File: src/rtl/uart_tx_feeder_if.sv
// Byte-queue and bit-path handshake signals of uart_tx_feeder.
interface uart_tx_feeder_if #(
    parameter int unsigned FIFO_AW = 4
);
    logic [7:0]       wr_data;
    logic             wr_en;
    logic             fifo_full;
    logic             fifo_empty;
    logic [FIFO_AW:0] fifo_count;
    logic             overflow;
    logic             timeout_err;
    logic             err_clear;
    logic [7:0]       tx_data;
    logic             tx_enable;
    logic             tx_busy;
    logic             tx_idle;

    // System logic and the downstream bit-path.
    modport master (
        output wr_data, wr_en, err_clear, tx_busy,
        input  fifo_full, fifo_empty, fifo_count, overflow, timeout_err,
               tx_data, tx_enable, tx_idle
    );

    // The feeder itself.
    modport slave (
        input  wr_data, wr_en, err_clear, tx_busy,
        output fifo_full, fifo_empty, fifo_count, overflow, timeout_err,
               tx_data, tx_enable, tx_idle
    );
endinterface

File: src/rtl/uart_tx_feeder.sv
// Byte FIFO plus launch sequencer feeding the UART transmit bit-path.
// Each byte is presented on tx_data with a tx_enable pulse, the controller
// waits for the bit-path busy cycle, then holds off for GAP_CYCLES clocks.
module uart_tx_feeder #(
    parameter int unsigned FIFO_AW     = 4,
    parameter int unsigned GAP_CYCLES  = 4,
    parameter int unsigned ACK_TIMEOUT = 16
) (
    input  logic            uart_tx_clk,
    input  logic            reset_n,
    uart_tx_feeder_if.slave bus
);
    localparam int unsigned      DEPTH      = 2 ** FIFO_AW;
    localparam logic [FIFO_AW:0] FULL_COUNT = {1'b1, {FIFO_AW{1'b0}}};
    localparam logic [7:0]       ACK_LAST   = 8'(ACK_TIMEOUT - 1);
    localparam logic [7:0]       GAP_LAST   = 8'(GAP_CYCLES - 1);

    typedef enum logic [2:0] {
        IDLE,
        LOAD,
        ASSERT,
        WAIT_DONE,
        GAP
    } state_t;

    state_t             state;
    state_t             state_next;
    logic [7:0]         mem [DEPTH];
    logic [FIFO_AW-1:0] wr_ptr;
    logic [FIFO_AW-1:0] rd_ptr;
    logic [FIFO_AW:0]   count;
    logic [7:0]         timer;
    logic [7:0]         tx_data_q;
    logic               overflow_q;
    logic               timeout_q;
    logic               full;
    logic               empty;
    logic               push;
    logic               drop;
    logic               pop;
    logic               ack_expired;

    // Full/empty come from the registered count, so a write while full is
    // dropped even if a pop happens in the same cycle.
    assign full        = (count == FULL_COUNT);
    assign empty       = (count == '0);
    assign push        = bus.wr_en && !full;
    assign drop        = bus.wr_en && full;
    assign pop         = (state == LOAD);
    assign ack_expired = (state == ASSERT) && !bus.tx_busy && (timer == ACK_LAST);

    assign bus.fifo_full   = full;
    assign bus.fifo_empty  = empty;
    assign bus.fifo_count  = count;
    assign bus.overflow    = overflow_q;
    assign bus.timeout_err = timeout_q;
    assign bus.tx_data     = tx_data_q;

    // Byte storage; entries are only meaningful between the pointers, so no reset.
    always_ff @(posedge uart_tx_clk) begin
        if (push) begin
            mem[wr_ptr] <= bus.wr_data;
        end
    end

    // FIFO pointers and occupancy.
    always_ff @(posedge uart_tx_clk or negedge reset_n) begin
        if (!reset_n) begin
            wr_ptr <= '0;
            rd_ptr <= '0;
            count  <= '0;
        end else begin
            if (push) begin
                wr_ptr <= wr_ptr + FIFO_AW'(1);
            end
            if (pop) begin
                rd_ptr <= rd_ptr + FIFO_AW'(1);
            end
            if (push && !pop) begin
                count <= count + (FIFO_AW + 1)'(1);
            end else if (pop && !push) begin
                count <= count - (FIFO_AW + 1)'(1);
            end
        end
    end

    // Sticky error flags; a clear wins over a same-cycle set.
    always_ff @(posedge uart_tx_clk or negedge reset_n) begin
        if (!reset_n) begin
            overflow_q <= 1'b0;
            timeout_q  <= 1'b0;
        end else if (bus.err_clear) begin
            overflow_q <= 1'b0;
            timeout_q  <= 1'b0;
        end else begin
            if (drop) begin
                overflow_q <= 1'b1;
            end
            if (ack_expired) begin
                timeout_q <= 1'b1;
            end
        end
    end

    // Launch byte register; changes only when a byte is popped.
    always_ff @(posedge uart_tx_clk or negedge reset_n) begin
        if (!reset_n) begin
            tx_data_q <= '0;
        end else if (state == LOAD) begin
            tx_data_q <= mem[rd_ptr];
        end
    end

    // State register; the shared timer restarts from zero on every state change.
    always_ff @(posedge uart_tx_clk or negedge reset_n) begin
        if (!reset_n) begin
            state <= IDLE;
            timer <= '0;
        end else begin
            state <= state_next;
            if (state_next != state) begin
                timer <= '0;
            end else begin
                timer <= timer + 8'd1;
            end
        end
    end

    // Next-state logic for the launch sequencer.
    always_comb begin
        state_next = state;
        unique case (state)
            IDLE: begin
                if (!empty) begin
                    state_next = LOAD;
                end
            end
            LOAD: begin
                state_next = ASSERT;
            end
            ASSERT: begin
                if (bus.tx_busy) begin
                    state_next = WAIT_DONE;
                end else if (timer == ACK_LAST) begin
                    state_next = GAP;
                end
            end
            WAIT_DONE: begin
                if (!bus.tx_busy) begin
                    state_next = GAP;
                end
            end
            GAP: begin
                if (timer == GAP_LAST) begin
                    state_next = IDLE;
                end
            end
            default: begin
                state_next = IDLE;
            end
        endcase
    end

    // State-decoded outputs.
    always_comb begin
        bus.tx_enable = (state == ASSERT);
        bus.tx_idle   = (state == IDLE) && empty;
    end
endmodule

File: src/flat_wrapper.sv
// flat-port wrapper written by rule: the top's interface ports become plain ports
module uart_tx_feeder_flat 
#(
    parameter int unsigned FIFO_AW     = 4,
    parameter int unsigned GAP_CYCLES  = 4,
    parameter int unsigned ACK_TIMEOUT = 16
)
  (uart_tx_clk, reset_n, bus_wr_data, bus_wr_en, bus_err_clear, bus_tx_busy, bus_fifo_full, bus_fifo_empty, bus_fifo_count, bus_overflow, bus_timeout_err, bus_tx_data, bus_tx_enable, bus_tx_idle);
  uart_tx_feeder_if #(.FIFO_AW(FIFO_AW)) bus_i ();
  input  logic uart_tx_clk;
  input  logic reset_n;
  input wire logic [$bits(bus_i.wr_data)-1:0] bus_wr_data;
  input wire logic [$bits(bus_i.wr_en)-1:0] bus_wr_en;
  input wire logic [$bits(bus_i.err_clear)-1:0] bus_err_clear;
  input wire logic [$bits(bus_i.tx_busy)-1:0] bus_tx_busy;
  output wire logic [$bits(bus_i.fifo_full)-1:0] bus_fifo_full;
  output wire logic [$bits(bus_i.fifo_empty)-1:0] bus_fifo_empty;
  output wire logic [$bits(bus_i.fifo_count)-1:0] bus_fifo_count;
  output wire logic [$bits(bus_i.overflow)-1:0] bus_overflow;
  output wire logic [$bits(bus_i.timeout_err)-1:0] bus_timeout_err;
  output wire logic [$bits(bus_i.tx_data)-1:0] bus_tx_data;
  output wire logic [$bits(bus_i.tx_enable)-1:0] bus_tx_enable;
  output wire logic [$bits(bus_i.tx_idle)-1:0] bus_tx_idle;
  assign bus_i.wr_data = bus_wr_data;
  assign bus_i.wr_en = bus_wr_en;
  assign bus_i.err_clear = bus_err_clear;
  assign bus_i.tx_busy = bus_tx_busy;
  assign bus_fifo_full = bus_i.fifo_full;
  assign bus_fifo_empty = bus_i.fifo_empty;
  assign bus_fifo_count = bus_i.fifo_count;
  assign bus_overflow = bus_i.overflow;
  assign bus_timeout_err = bus_i.timeout_err;
  assign bus_tx_data = bus_i.tx_data;
  assign bus_tx_enable = bus_i.tx_enable;
  assign bus_tx_idle = bus_i.tx_idle;
  uart_tx_feeder #(.FIFO_AW(FIFO_AW), .GAP_CYCLES(GAP_CYCLES), .ACK_TIMEOUT(ACK_TIMEOUT)) u_core (.uart_tx_clk(uart_tx_clk), .reset_n(reset_n), .bus(bus_i));
endmodule
File: config.mk
export PLATFORM = sky130hd
export DESIGN_NAME = uart_tx_feeder_flat
export DESIGN_NICKNAME = d
export VERILOG_FILES = /design/src/rtl/uart_tx_feeder_if.sv /design/src/rtl/uart_tx_feeder.sv /design/src/flat_wrapper.sv
export SDC_FILE = /design/constraint.sdc
export NUM_CORES = 1
export LEC_CHECK = 0
export ABC_CLOCK_PERIOD_IN_PS = 3300
export CORE_MARGIN = 3
export CORE_UTILIZATION = 56
export DETAILED_ROUTE_END_ITERATION = 8
export PLACE_DENSITY = 0.75
export SLEW_MARGIN = 30
export SYNTH_ARGS = -nofsm -noshare
export SYNTH_HDL_FRONTEND = slang
export SYNTH_SLANG_ARGS = --single-unit
File: constraint.sdc
create_clock -name uart_tx_clk -period 3.3 [get_ports uart_tx_clk]
set_clock_uncertainty 0.1 [all_clocks]
set_input_delay 0.825 -clock uart_tx_clk [delete_from_list [all_inputs] [get_ports uart_tx_clk]]
set_output_delay 0.825 -clock uart_tx_clk [all_outputs]
set_load 0.01 [all_outputs]
# [Yosys cells after proc, flatten, opt, wreduce, memory -nomap -nowiden]
# Memory sizes are Yosys's and may differ from the RTL's. A register that Yosys moved wholly into a read port is not among the register bits.
# Index checks and enable logic that the tools add are counted.
[op_classes] n_addsub=5 n_eq_ne=8 mux=15 reduce_logical=17
[op_table] operator="$mux W3" n=5
[op_table] operator="$pmux W3 S5" n=1
[op_table] operator="$mux W5" n=2
[op_table] operator="$add A4 B1 Y4 const B" n=2
[op_table] operator="$add A8 B1 Y8 const B" n=1
[op_table] operator="$eq A8 B2 Y1 const B" n=1
[op_table] operator="$eq A8 B4 Y1 const B" n=1
[op_table] operator="$mux W8" n=1
[op_table] operator="$logic_and A1 B1 Y1" n=7
[op_table] operator="$eq A3 B2 Y1 const B" n=2
[op_table] operator="$mux W1" n=6
[op_table] operator="$reduce_bool A2 Y1" n=3
[op_table] operator="$add A5 B1 Y5 const B" n=1
[op_table] operator="$eq A5 B5 Y1 const B" n=1
[op_table] operator="$logic_not A1 Y1" n=5
[op_table] operator="$logic_not A5 Y1" n=1
[op_table] operator="$sub A5 B1 Y5 const B" n=1
[op_table] operator="$eq A3 B1 Y1 const B" n=1
[op_table] operator="$eq A3 B3 Y1 const B" n=1
[op_table] operator="$logic_not A3 Y1" n=1
[op_table] operator="$ne A3 B3 Y1" n=1
[word_totals] elab_cells=53 output_inout_bits=19 reg_bits=26 memories=1 ramBits=128 input_bits=13
[mem_list] memory="u_core.mem" depth=16 word_bits=8 read_ports=1 rd_clocked_by_memory_dff=1 write_ports=1 line_no="uart_tx_feeder.sv:28" text="logic [7:0] mem [DEPTH];"

# [Logic depth before layout (Yosys ltp)]
# Gate-level depths: netlist (run 1).
[depth] ltp_word=7 ltp_mapped=10

# [Worst setup path after synthesis (run 1)]
# OpenSTA, ideal clock, no wires.
[synth_timing] path_kind="input port to flip-flop" start="input port bus_wr_en" end="register u_core.count[4], in the netlist u_core.bus.fifo_count[4]" n_path_buf=0 setup_slack_ps=613 setup_time_ps=80 cell_stages=8 t_required_ps=3120 arrival_time_ps=2506 cell_sequence="a21boi_2 -> ha_1 -> inv_1 -> fa_1 -> a21o_1 -> a21oi_1 -> mux2i_1 -> xnor2_1"
[synth_between] elab_chain_cells=4
[synth_rtl] item="start: declaration" line_no="flat_wrapper.sv:13" text="input wire logic [$bits(bus_i.wr_en)-1:0] bus_wr_en;"
[synth_rtl] item="$logic_and A1 B1 Y1 *" line_no="uart_tx_feeder.sv:47" text="assign push = bus.wr_en && !full;"
[synth_rtl] item="$logic_not A1 Y1" line_no="uart_tx_feeder.sv:81" text="end else if (pop && !push) begin"
[synth_rtl] item="$logic_and A1 B1 Y1" line_no="uart_tx_feeder.sv:81"
[synth_rtl] item="$reduce_bool A2 Y1 (no line)"
[synth_rtl] item="end signal: assignment" line_no="uart_tx_feeder.sv:80" text="count <= count + (FIFO_AW + 1)'(1);"
[synth_rtl] item="end signal: assignment" line_no="uart_tx_feeder.sv:82" text="count <= count - (FIFO_AW + 1)'(1);"
[synth_rtl] item="end: declaration" line_no="uart_tx_feeder.sv:31" text="logic [FIFO_AW:0] count;"
# Mark *: on every way between the ends. The rest lies on a longest branch, timed or not.
# A chain may end at the register's enable or synchronous reset.

# [Worst setup path after layout (run 1)]
[layout_timing] start="register u_core.count[0], in the netlist u_core.bus.fifo_count[0]" end="output port bus_fifo_empty"
[layout_between] elab_chain_cells=1
[layout_rtl] item="$logic_not A5 Y1" line_no="uart_tx_feeder.sv:46" text="assign empty = (count == '0);"
[layout_rtl] item="end: declaration" line_no="flat_wrapper.sv:17" text="output wire logic [$bits(bus_i.fifo_empty)-1:0] bus_fifo_empty;"
# No other way between the ends.

==> impl_metrics.env, run 1 <==
export IMPL_die_h_um=115
export IMPL_ys_warn_count=0
export IMPL_fin_setup_tns_ns=0
export IMPL_required_ns=2.37
export IMPL_hold_ws_ns=0.367
export IMPL_htree_levels=4
export IMPL_start_util=0.580
export IMPL_finalCoreUtilization=0.686
export IMPL_tightest_slew_ns=0.792
export IMPL_cts_buffers=17
export IMPL_grt_max_degree=39
export IMPL_first_iter_violations=323
export IMPL_synth_top_area_cell="edfxtp_1"
export IMPL_hold_class="reg2reg"
export IMPL_antenna_cells=0
export IMPL_synth_cell_types=52
export IMPL_slew_headroom=0.472
export IMPL_critPathLaunchType="register"
export IMPL_first_pass_iters=4
export IMPL_drv_cap=0
export IMPL_core_rowCount=39
export IMPL_fin_crit_sh=0.914
export IMPL_cellPowerDensity_nw_per_um2=863
export IMPL_grt_total_usage=0.211
export IMPL_grt_ovfl_total=0
export IMPL_pin_count=32
export IMPL_p_leak_nw=2.82
export IMPL_ctsHoldBuffers=0
export IMPL_status="completed"
export IMPL_final_common_cell="edfxtp_1"
export IMPL_finalHoldViolCount=0
export IMPL_port_buffers=31
export IMPL_synth_edf_count=128
export IMPL_routedWlPerCell_um=21.2
export IMPL_die_area_sq_um=13300
export IMPL_path_clk_slew_ns=0.06
export IMPL_fmax_mhz=332
export IMPL_internal_power_w=0.00473
export IMPL_irDropWorstVdd_mv=0.550
export IMPL_pwr_share_seq=0.423
export IMPL_area_delta_synth_final_pct=18.4
export IMPL_synth_area_top_cells="edfxtp_1, dfrtp_1, mux4_2"
export IMPL_antenna_left=0
export IMPL_critical_path_class="reg2out"
export IMPL_ys_async_sr_fraction=0.210
export IMPL_swShare=0.307
export IMPL_ys_seq_area_frac=0.703
export IMPL_grt_pass1_wl_um=20200
export IMPL_power_frac_comb=0.294
export IMPL_die_width_um=115
export IMPL_dp_final_hpwl_um=8070
export IMPL_cp_arrival_ns=2.09
export IMPL_synth_fp_nets=409
export IMPL_routed_wl_um=12900
export IMPL_drive_gt1_frac=0.224
export IMPL_ys_ff_latch=162
export IMPL_clockBufferDepth=2
export IMPL_worstPathMaxFanout=6
export IMPL_clk_latency_ns=0.42
export IMPL_finalCriticalPeriod_ns=3.02
export IMPL_cp_end_kind="primary output"
export IMPL_vias=3581
export IMPL_yosysTopAreaCellShare=0.576
export IMPL_setup_viol=0
export IMPL_core_sq_um=11500
export IMPL_clkPwrFrac=0.283
export IMPL_layout_common_cells="edfxtp_1, buf_4, dfrtp_1"
export IMPL_synth_flop_cell="edfxtp_1"
export IMPL_cts_root_buf="clkbuf_16"
export IMPL_drt_vias_per_instance=5.90
export IMPL_syn_avg_cell_area_sq_um=17.3
export IMPL_syn_area_sq_um=6670
export IMPL_cts_tree="built"
export IMPL_power_switching_w=0.00209
export IMPL_slew_violations=0
export IMPL_drc_errors=0
export IMPL_final_nets=475
export IMPL_gp_congestion=0.820
export IMPL_antenna_found_initial=0
export IMPL_syn_inst=385
export IMPL_rsz0062_at_grt="no"
export IMPL_first_global_vias=3683
export IMPL_clock_sinks=162
-- critical path, stage by stage (launching register included) --
cell,delay [ns]
dfrtp_2,0.45
or4_4,0.58
nor2_1,0.10
clkdlybuf4s50_1,0.54
-- state kept, by name (all words and copies together) (netlist names) --
register and count:
u_core.state 3, u_core.rd_ptr 4, u_core.bus.fifo_count 5, u_core.timer 8, u_core.wr_ptr 4, u_core.bus.overflow 1
u_core.bus.tx_data 8, u_core.bus.timeout_err 1, u_core.mem 128
-- per-layer routing --
metal  global-route usage  wire [um]  up-vias  part of all wire
li1                     -          -     1630                 -
met1                0.287       5700     1851              0.44
met2                0.333       6490       85              0.50
met3               0.0489        466       15             0.036
met4               0.0845        204        0             0.016
met5                    0          0        -                 0
-- per-stage QoR --
| stage | setup slack [ns] | std cells | power, W | instance area, sq um |
|---|---|---|---|---|
| floorplan | 0.613 | 385 | 0.00423 | 6670 |
| global route | 0.156 | 607 | 0.00716 | 7910 |
| global placement | 0.239 | 574 | 0.00483 | 7300 |
| finish | 0.284 | 607 | 0.00682 | 7910 |
| CTS | 0.249 | 607 | 0.00687 | 7900 |
| detailed placement | 0.170 | 574 | 0.00490 | 7300 |
-- cell usage after synthesis (5+ instances only) --
cell,count
edfxtp_1,128
dfrtp_1,34
nor2_1,26
nand2_1,22
mux4_2,20
mux2i_1,15
o21ai_1,11
xnor2_1,11
ha_1,10
clkbuf_1,8
mux2_2,7
mux4_1,7
nor3_1,7
a21oi_1,5
nor2b_1,5
xor2_1,5
-- power groups by stage --
stage	clock, W	sequential (W)	combinational, W
after floorplan	0	0.00275	0.00148
after global placement	0	0.00289	0.00194
after detailed placement	0	0.00291	0.00200
after CTS	0.00196	0.00288	0.00202
after global routing	0.00205	0.00293	0.00218
final	0.00193	0.00288	0.00200
-- cell families after synthesis --
group / Yosys count / synth area share
AO/OA/AOI/OAI: 37 / 0.0397
multiplexers: 50 / 0.131
buffers and inverters: 22 / 0.0184
flip-flops: 162 / 0.703
adder cells (fa/ha/maj): 11 / 0.0217
AND/OR/NAND/NOR: 87 / 0.0647
XOR/XNOR: 16 / 0.0210
-- what timing repair did --
action / in CTS / in global routing
setup endpoints to repair: 1 / 0
resized for setup: 4 / 0
setup buffers: 1 / 0
-- final cells by class --
class | count | area [sq um]
clock buffers | 21 | 460
clock inverters | 11 | 128
fillers | 732 | 3610
inverters | 5 | 18.8
multi-input cells | 201 | 1870
flip-flops and latches | 162 | 4700
well taps | 143 | 179
repair buffers | 64 | 552
-- path summary, 6_finish.rpt --
path | startpoint | end | slack [ns] | cells after the start
max | u_core.bus.fifo_count[0]$_DFFE_PN0P_ | bus_fifo_empty | 0.28 | 3
min | u_core.timer[0]$_DFF_PN0_ | u_core.timer[0]$_DFF_PN0_ | 0.37 | 1
max reg2reg | u_core.bus.fifo_count[0]$_DFFE_PN0P_ | u_core.bus.fifo_count[4]$_DFFE_PN0P_ | 0.68 | 9
min reg2reg | u_core.timer[0]$_DFF_PN0_ | u_core.timer[0]$_DFF_PN0_ | 0.37 | 1
max in group asynchronous | reset_n | u_core.rd_ptr[0]$_DFFE_PN0P_ | 2.16 | 1
min in group asynchronous | reset_n | u_core.wr_ptr[2]$_DFFE_PN0P_ | 0.39 | 1
Note: power is estimated with default switching activity, not from simulation.
==> run 2, diff against run 1 <==
--- a/config.mk
+++ b/config.mk
@@ -8,6 +8,7 @@
 export ABC_CLOCK_PERIOD_IN_PS = 3300
 export CORE_MARGIN = 3
 export CORE_UTILIZATION = 56
+export CTS_CLUSTER_DIAMETER = 40
 export DETAILED_ROUTE_END_ITERATION = 8
 export PLACE_DENSITY = 0.75
 export SLEW_MARGIN = 30
==> results of run 2 <==
No change in the layout: final DEF, timing and power equal those of run 1.
